$ cat src/rtl/cordic_vec_seq.sv
// Iterative CORDIC vectoring engine: one shared micro-rotation stage stepped ITER times.
// Optional quadrant pre-rotation on load is enabled with `define CORDIC_QUAD_EN.
module cordic_vec_seq #(
    parameter int ITER = 12,
    parameter int IW   = 18
) (
    input  logic        clock,
    input  logic        reset,
    input  logic        in_valid,
    output logic        in_ready,
    input  logic [15:0] Xin,
    input  logic [15:0] Yin,
    input  logic [15:0] angle,
    output logic        out_valid,
    input  logic        out_ready,
    output logic [15:0] Xout,
    output logic [15:0] Yout,
    output logic [15:0] Zout,
    output logic        busy
);

    typedef enum logic [1:0] {
        S_IDLE,
        S_RUN,
        S_DONE
    } state_t;

    localparam logic signed [IW-1:0] SAT_MAX = IW'(32767);
    localparam logic signed [IW-1:0] SAT_MIN = -IW'(32768);
    localparam logic [15:0]          HALF_PI = 16'd25736;

    state_t               r_state;
    state_t               w_next;
    logic [3:0]           r_cnt;
    logic signed [IW-1:0] r_x;
    logic signed [IW-1:0] r_y;
    logic [15:0]          r_z;

    logic signed [IW-1:0] w_xin;
    logic signed [IW-1:0] w_yin;
    logic signed [IW-1:0] w_ld_x;
    logic signed [IW-1:0] w_ld_y;
    logic [15:0]          w_ld_z;

    logic signed [IW-1:0] w_xs;
    logic signed [IW-1:0] w_ys;
    logic signed [IW-1:0] w_rot_x;
    logic signed [IW-1:0] w_rot_y;
    logic [15:0]          w_rot_z;
    logic [15:0]          w_atan;
    logic                 w_yneg;
    logic                 w_last;

    function automatic logic [15:0] atan_rom(input logic [3:0] idx);
        logic [15:0] v;
        v = 16'd0;
        unique case (idx)
            4'd0:    v = 16'd12868;
            4'd1:    v = 16'd7597;
            4'd2:    v = 16'd4014;
            4'd3:    v = 16'd2038;
            4'd4:    v = 16'd1023;
            4'd5:    v = 16'd512;
            4'd6:    v = 16'd256;
            4'd7:    v = 16'd128;
            4'd8:    v = 16'd64;
            4'd9:    v = 16'd32;
            4'd10:   v = 16'd16;
            4'd11:   v = 16'd8;
            default: v = 16'd0;
        endcase
        return v;
    endfunction

    function automatic logic [15:0] sat16(input logic signed [IW-1:0] v);
        logic [15:0] r;
        if (v > SAT_MAX) begin
            r = 16'h7FFF;
        end else if (v < SAT_MIN) begin
            r = 16'h8000;
        end else begin
            r = v[15:0];
        end
        return r;
    endfunction

    assign w_xin = {{(IW-16){Xin[15]}}, Xin};
    assign w_yin = {{(IW-16){Yin[15]}}, Yin};

`ifdef CORDIC_QUAD_EN
    // Left half-plane: rotate by +/-90 deg so the iterations stay in range.
    always_comb begin
        w_ld_x = w_xin;
        w_ld_y = w_yin;
        w_ld_z = angle;
        if (Xin[15]) begin
            if (!Yin[15]) begin
                w_ld_x = w_yin;
                w_ld_y = -w_xin;
                w_ld_z = angle + HALF_PI;
            end else begin
                w_ld_x = -w_yin;
                w_ld_y = w_xin;
                w_ld_z = angle - HALF_PI;
            end
        end
    end
`else
    always_comb begin
        w_ld_x = w_xin;
        w_ld_y = w_yin;
        w_ld_z = angle;
        if (HALF_PI == 16'd0) begin
            w_ld_z = angle;
        end
    end
`endif

    assign w_xs   = r_x >>> r_cnt;
    assign w_ys   = r_y >>> r_cnt;
    assign w_yneg = r_y[IW-1];
    assign w_atan = atan_rom(r_cnt);
    assign w_last = (r_cnt == 4'(ITER - 1));

    always_comb begin
        if (w_yneg) begin
            w_rot_x = r_x - w_ys;
            w_rot_y = r_y + w_xs;
            w_rot_z = r_z - w_atan;
        end else begin
            w_rot_x = r_x + w_ys;
            w_rot_y = r_y - w_xs;
            w_rot_z = r_z + w_atan;
        end
    end

    always_ff @(posedge clock or posedge reset) begin
        if (reset) begin
            r_state <= S_IDLE;
        end else begin
            r_state <= w_next;
        end
    end

    always_ff @(posedge clock or posedge reset) begin
        if (reset) begin
            r_cnt <= 4'd0;
            r_x   <= '0;
            r_y   <= '0;
            r_z   <= 16'd0;
        end else begin
            unique case (r_state)
                S_IDLE: begin
                    if (in_valid) begin
                        r_cnt <= 4'd0;
                        r_x   <= w_ld_x;
                        r_y   <= w_ld_y;
                        r_z   <= w_ld_z;
                    end
                end
                S_RUN: begin
                    r_cnt <= r_cnt + 4'd1;
                    r_x   <= w_rot_x;
                    r_y   <= w_rot_y;
                    r_z   <= w_rot_z;
                end
                default: begin
                    r_cnt <= r_cnt;
                end
            endcase
        end
    end

    always_comb begin
        w_next    = r_state;
        in_ready  = 1'b0;
        out_valid = 1'b0;
        busy      = 1'b0;
        unique case (r_state)
            S_IDLE: begin
                in_ready = 1'b1;
                if (in_valid) begin
                    w_next = S_RUN;
                end
            end
            S_RUN: begin
                busy = 1'b1;
                if (w_last) begin
                    w_next = S_DONE;
                end
            end
            S_DONE: begin
                out_valid = 1'b1;
                if (out_ready) begin
                    w_next = S_IDLE;
                end
            end
            default: begin
                w_next = S_IDLE;
            end
        endcase
    end

    assign Xout = sat16(r_x);
    assign Yout = sat16(r_y);
    assign Zout = r_z;

endmodule

$ cat config.mk
export PLATFORM = sky130hd
export DESIGN_NAME = cordic_vec_seq
export DESIGN_NICKNAME = d
export VERILOG_FILES = /design/src/rtl/cordic_vec_seq.sv
export SDC_FILE = /design/constraint.sdc
export NUM_CORES = 1
export LEC_CHECK = 0
export ABC_CLOCK_PERIOD_IN_PS = 4100
export CAP_MARGIN = 20
export CELL_PAD_IN_SITES_DETAIL_PLACEMENT = 2
export CELL_PAD_IN_SITES_GLOBAL_PLACEMENT = 2
export CORE_MARGIN = 1
export CORE_UTILIZATION = 35
export DETAILED_ROUTE_END_ITERATION = 12
export DONT_BUFFER_PORTS = 1
export HOLD_SLACK_MARGIN = 0.15
export PLACE_DENSITY = 0.88
export SLEW_MARGIN = 20
export SYNTH_ARGS = -nofsm -noshare
export SYNTH_HDL_FRONTEND = slang
export SYNTH_SLANG_ARGS = --single-unit
$ cat constraint.sdc
create_clock -name clock -period 4.1 [get_ports clock]
set_input_delay 0.41 -clock clock [delete_from_list [all_inputs] [get_ports clock]]
set_output_delay 0.41 -clock clock [all_outputs]
set_load 0.03 [all_outputs]
==> results of run 1 <==
-- Yosys cell counts (5+ instances only) --
cell      instances
a211oi_1          6
and2_1           11
o21bai_1         11
xnor2_1          35
dfrtp_1          58
o211ai_1          7
nand3_1          16
buf_1             9
a21oi_1         110
buf_2             9
nor2_1          159
inv_1            32
mux4_1            5
nor2b_1          14
xor2_1           38
nand2_1          72
or2_2             5
o21a_1           13
and3_1            5
o22a_1           24
nor3_1           14
a31oi_1          14
o22ai_1          13
nor3b_1          18
a21o_1           18
ha_1             62
o21ai_0          59
mux2_2           10
mux4_2           27
clkbuf_1         57
nand2b_1         13
mux2i_1          41
a22oi_1          28
-- repair_timing --
item                                    in CTS
resized for setup                          247
endpoints found under the setup margin      40
hold endpoints to repair                     0
buffers inserted                            61
cloned                                       2
pin swaps                                  104
hold buffers                                 0
-- metrics by stage --
step | hold slack (ps) | setup WS, ps | instances | cell area (µm²)
2_1_floorplan | 495 | -137 | 1085 | 8660
3_3_place_gp | 532 | -425 | 1610 | 10900
4_1_cts | 178 | -699 | 1687 | 12800
3_5_place_dp | 540 | -1060 | 1610 | 10900
-- cells by family after synthesis --
logic type	Yosys count	share of synthesized area [%]
XOR/XNOR	74	7.74
adder cells (fa/ha/maj)	65	9.77
flip-flops	58	17.0
AND/OR/NAND/NOR	348	19.1
AO/OA/AOI/OAI	340	25.7
buffers and inverters	115	5.63
multiplexers	85	15.1
==> impl_metrics.py, run 1 <==
metrics = {
    "synthesis": {
        "synth_cells": 1085,
        "netlist.area_leader.share_pct": 17.0,
        "synth.cell_area_um2": 8550,
        "synthTopCellsByArea": "dfrtp_1 (17%), ha_1 (9.1%), mux4_2 (7.1%)",
        "synth_area_leader_cell": "dfrtp_1",
        "async_flop_share_pct": 100,
        "ys_warn_count": 0,
        "syn_nets": 1202,
        "syn_avg_cell_area_um2": 7.88,
        "synth_edf_count": 0,
        "ys_seq_area_share_pct": 17.0,
        "synth-seq-cells": 58,
        "synthDistinctLibCells": 70,
        "synth_ff_type": "dfrtp_1",
    },
    "placed_design": {
        "dp_hpwl_um": 37200,
        "gp_congestion": 0.930,
        "portBuffers": 0,
    },
    "die": {
        "initial_core_util_pct": 36.1,
        "die_w_um": 158,
        "io_pins": 103,
        "die_h_um": 158,
        "placementRows": 56,
    },
    "clocking": {
        "cts-root-buf": "clkbuf_16",
        "htreeDepth": 3,
        "cts_sinks": 58,
        "ctsLongestPathBuffers": 2,
        "numCtsBuffers": 9,
    },
    "sta": {
        "worst_endpoint_kind": "register data pin",
        "worst_endpoint": "r_y[17]$_DFFE_PP0P_/D",
    },
    "global_route": {
        "antenna_found_initial": 5,
        "grt_max_degree": 59,
    },
    "run_status": {
        "status": "aborted with a tool error",
        "lastStage": "5_1_grt",
        "error": "[ERROR DPL-0033] detailed placement checks failed during check placement.",
    },
}
==> run 2, diff against run 1 <==
==> config.mk (replaced) <==
export PLATFORM = sky130hd
export DESIGN_NAME = cordic_vec_seq
export DESIGN_NICKNAME = d
export VERILOG_FILES = /design/src/rtl/cordic_vec_seq.sv
export SDC_FILE = /design/constraint.sdc
export NUM_CORES = 1
export LEC_CHECK = 0
export ABC_CLOCK_PERIOD_IN_PS = 5350
export CAP_MARGIN = 20
export CORE_MARGIN = 1
export CORE_UTILIZATION = 35
export DETAILED_ROUTE_END_ITERATION = 12
export DONT_BUFFER_PORTS = 1
export PLACE_DENSITY_LB_ADDON = 0.15
export SLEW_MARGIN = 20
export SYNTH_ARGS = -nofsm -noshare
export SYNTH_HDL_FRONTEND = slang
export SYNTH_SLANG_ARGS = --single-unit
==> constraint.sdc (replaced) <==
create_clock -name clock -period 5.35 [get_ports clock]
set_input_delay 0.535 -clock clock [delete_from_list [all_inputs] [get_ports clock]]
set_output_delay 0.535 -clock clock [all_outputs]
set_load 0.03 [all_outputs]
==> impl_metrics.py, run 2 <==
metrics = {
    "sta": {
        "slew_headroom_pct": 32.9,
        "finalMaxSlewViolations": 0,
        "rsz0062_at_grt": "no",
        "fin_crit_ps": 5000,
        "setup_tns_ps": 0,
        "hold_violations": 0,
        "tightest_slew_ps": 1010,
        "fin_crit_sh_pct": 93.5,
        "fmaxAchievable_ghz": 0.200,
        "setup_viol": 0,
        "skew_ps": 8.46,
    },
    "synthesis": {
        "synthTopCellsByArea": "dfrtp_1 (17%), ha_1 (9.1%), mux4_2 (7.1%)",
        "synth_cells": 1085,
        "synthDistinctLibCells": 70,
        "async_flop_share_pct": 100,
        "syn_nets": 1202,
        "synth_most_common_cell": "nor2_1",
        "synth_ff_type": "dfrtp_1",
        "synth-seq-cells": 58,
        "ys_top_cells_by_count": "nor2_1 (159), a21oi_1 (110), nand2_1 (72)",
        "ys_seq_area_share_pct": 17.0,
        "synth_area_leader_cell": "dfrtp_1",
        "synth_edf_count": 0,
        "ys_warn_count": 0,
        "syn_avg_cell_area_um2": 7.88,
        "synth.cell_area_um2": 8550,
        "netlist.area_leader.share_pct": 17.0,
    },
    "route": {
        "vias": 8121,
        "drtIter0Drc": 622,
        "drcViolationCount": 0,
        "ant_nets": 0,
        "wirelength_um": 27800,
        "routedWlPerCell_um": 20.1,
        "avgViaCountPerCell": 5.86,
        "drt_first_pass_iters": 7,
    },
    "worst_setup_path": {
        "crit_path_max_incr_delay_ps": 520,
        "crit_arrival_ps": 5250,
        "cp.required_ps": 5600,
        "critPathMostFrequentCell": "a21oi_1",
        "crit_fanout": 26,
        "slowest_stage": "dfrtp_2",
        "crit_path_cell_trace": "buf_12 -> mux2i_1 -> mux2i_1 -> mux2_4 -> a222oi_1 -> buf_4 -> nand4_2 -> nor2_1 -> a211oi_1 -> o21ai_0 -> o211ai_1 -> ha_1 -> a21oi_1 -> nor3b_1 -> a21oi_1 -> a21o_1 -> a21o_1 -> a21oi_1 -> xnor3_1 -> o21ai_1",
        "path_class": "reg2reg",
        "cp-end-kind": "register",
        "start_kind": "register",
    },
    "placed_design": {
        "gp_congestion": 0.849,
        "portBuffers": 0,
        "dp_hpwl_um": 20500,
    },
    "clocking": {
        "ctsLongestPathBuffers": 2,
        "cts_sinks": 58,
        "cts_tree": "built",
        "cts_hold_buf": 0,
        "clkLatencyLatePin_ps": 350,
        "cts-root-buf": "clkbuf_16",
        "path_clk_slew_ps": 60,
        "htreeDepth": 3,
        "numCtsBuffers": 9,
    },
    "global_route": {
        "overflow": 0,
        "antenna_found_initial": 0,
        "grt_pass1_vias": 7680,
        "grt_pass1_wl_um": 43000,
        "grt.total_usage_pct": 22.5,
        "grt_max_degree": 68,
    },
    "run_status": {
        "status": "finished clean",
    },
    "flow_run": {
        "cap_violations": 0,
    },
    "layout": {
        "antennaDiodeCount": 0,
        "final_common_cell": "nor2_1",
        "nets": 1179,
        "area_growth_pct": 8.72,
        "layout-drive-gt1-share_pct": 11.3,
        "layout_common_cells": "nor2_1 (158), a21oi_1 (110), nand2_1 (72), ha_1 (62), o21ai_0 (58)",
    },
    "die": {
        "initial_core_util_pct": 36.1,
        "dieArea_um2": 25100,
        "placementRows": 56,
        "io_pins": 103,
        "die_h_um": 158,
        "core_um2": 23700,
        "die_w_um": 158,
    },
    "min_path": {
        "min_path_type": "in2async",
    },
}
[run 2: cell counts after synthesis]
Identical to the previous run, type by type.
[run 2: path summary, 6_finish.rpt]
check	start	to	slack [ps]	depth (start not counted)
max	r_cnt[1]	r_y[17]	350	20
min	reset	r_y[9]	320	2
max reg2reg	r_cnt[1]	r_y[17]	350	20
min reg2reg	r_y[0]	r_y[0]	560	2
max in group asynchronous	reset	r_cnt[0]	4380	2
min in group clock	angle[15]	Zout[15]	320	2
[run 2: cells by family (layout without fill, tap and decap cells)]
kind of cell | Yosys count | in the layout | synth area share (%)
mux | 85 | 85 | 15.1
xor+xnor | 74 | 74 | 7.74
fa+ha+maj | 65 | 65 | 9.77
compound gates | 340 | 340 | 25.7
buf+inv | 115 | 97 | 5.63
flops | 58 | 58 | 17.0
simple gates | 348 | 348 | 19.1
[run 2: metrics by stage]
step | utilization (%) | instance area, µm² | hold WS [ps] | setup WS [ps] | cells
2_1_floorplan | - | 8550 | 495 | 831 | 1085
3_3_place_gp | 37.9 | 8990 | 551 | 428 | 1370
3_5_place_dp | 37.9 | 8990 | 569 | 337 | 1370
4_1_cts | 39.2 | 9280 | 298 | 342 | 1386
5_1_grt | 39.3 | 9300 | 324 | 13.3 | 1386
6_report | 39.3 | 9300 | 316 | 348 | 1386
[run 2: worst max-delay path: cells and delay by family (launching register included)]
family | cells | cell delay, ps
AOI/OAI and AO/OA | 10 | 1900
muxes | 3 | 750
and+or+nand+nor | 3 | 720
DFF | 1 | 520
buffers and inverters | 2 | 450
adders and majority gates | 1 | 340
xor gates and xnor gates | 1 | 220
[run 2: layout make-up]
cell class / instances / area (µm²)
Fill cell: 2482 / 14400
Tap cell: 319 / 399
Clock inverter: 5 / 53.8
Timing Repair Buffer: 45 / 379
Clock buffer: 11 / 243
Multi-Input combinational cell: 912 / 6630
Inverter: 36 / 135
Sequential cell: 58 / 1460
[run 2: timing repair]
action                     4_1_cts  5_1_grt
buffers inserted                 0        0
gates resized for setup          0        4
setup endpoints to repair        0        3
[run 2: routing by layer]
layer	vias up	part of all wire (%)	global-route usage, %
li1	3932	-	-
met1	3864	47	31.2
met2	287	45	35.9
met3	38	6.4	3.59
met4	0	1.6	5.95
met5	-	0	0
Power of run 2 is not shown: default switching activity piles up to over one toggle a cycle in this logic, so the estimate is an artifact.
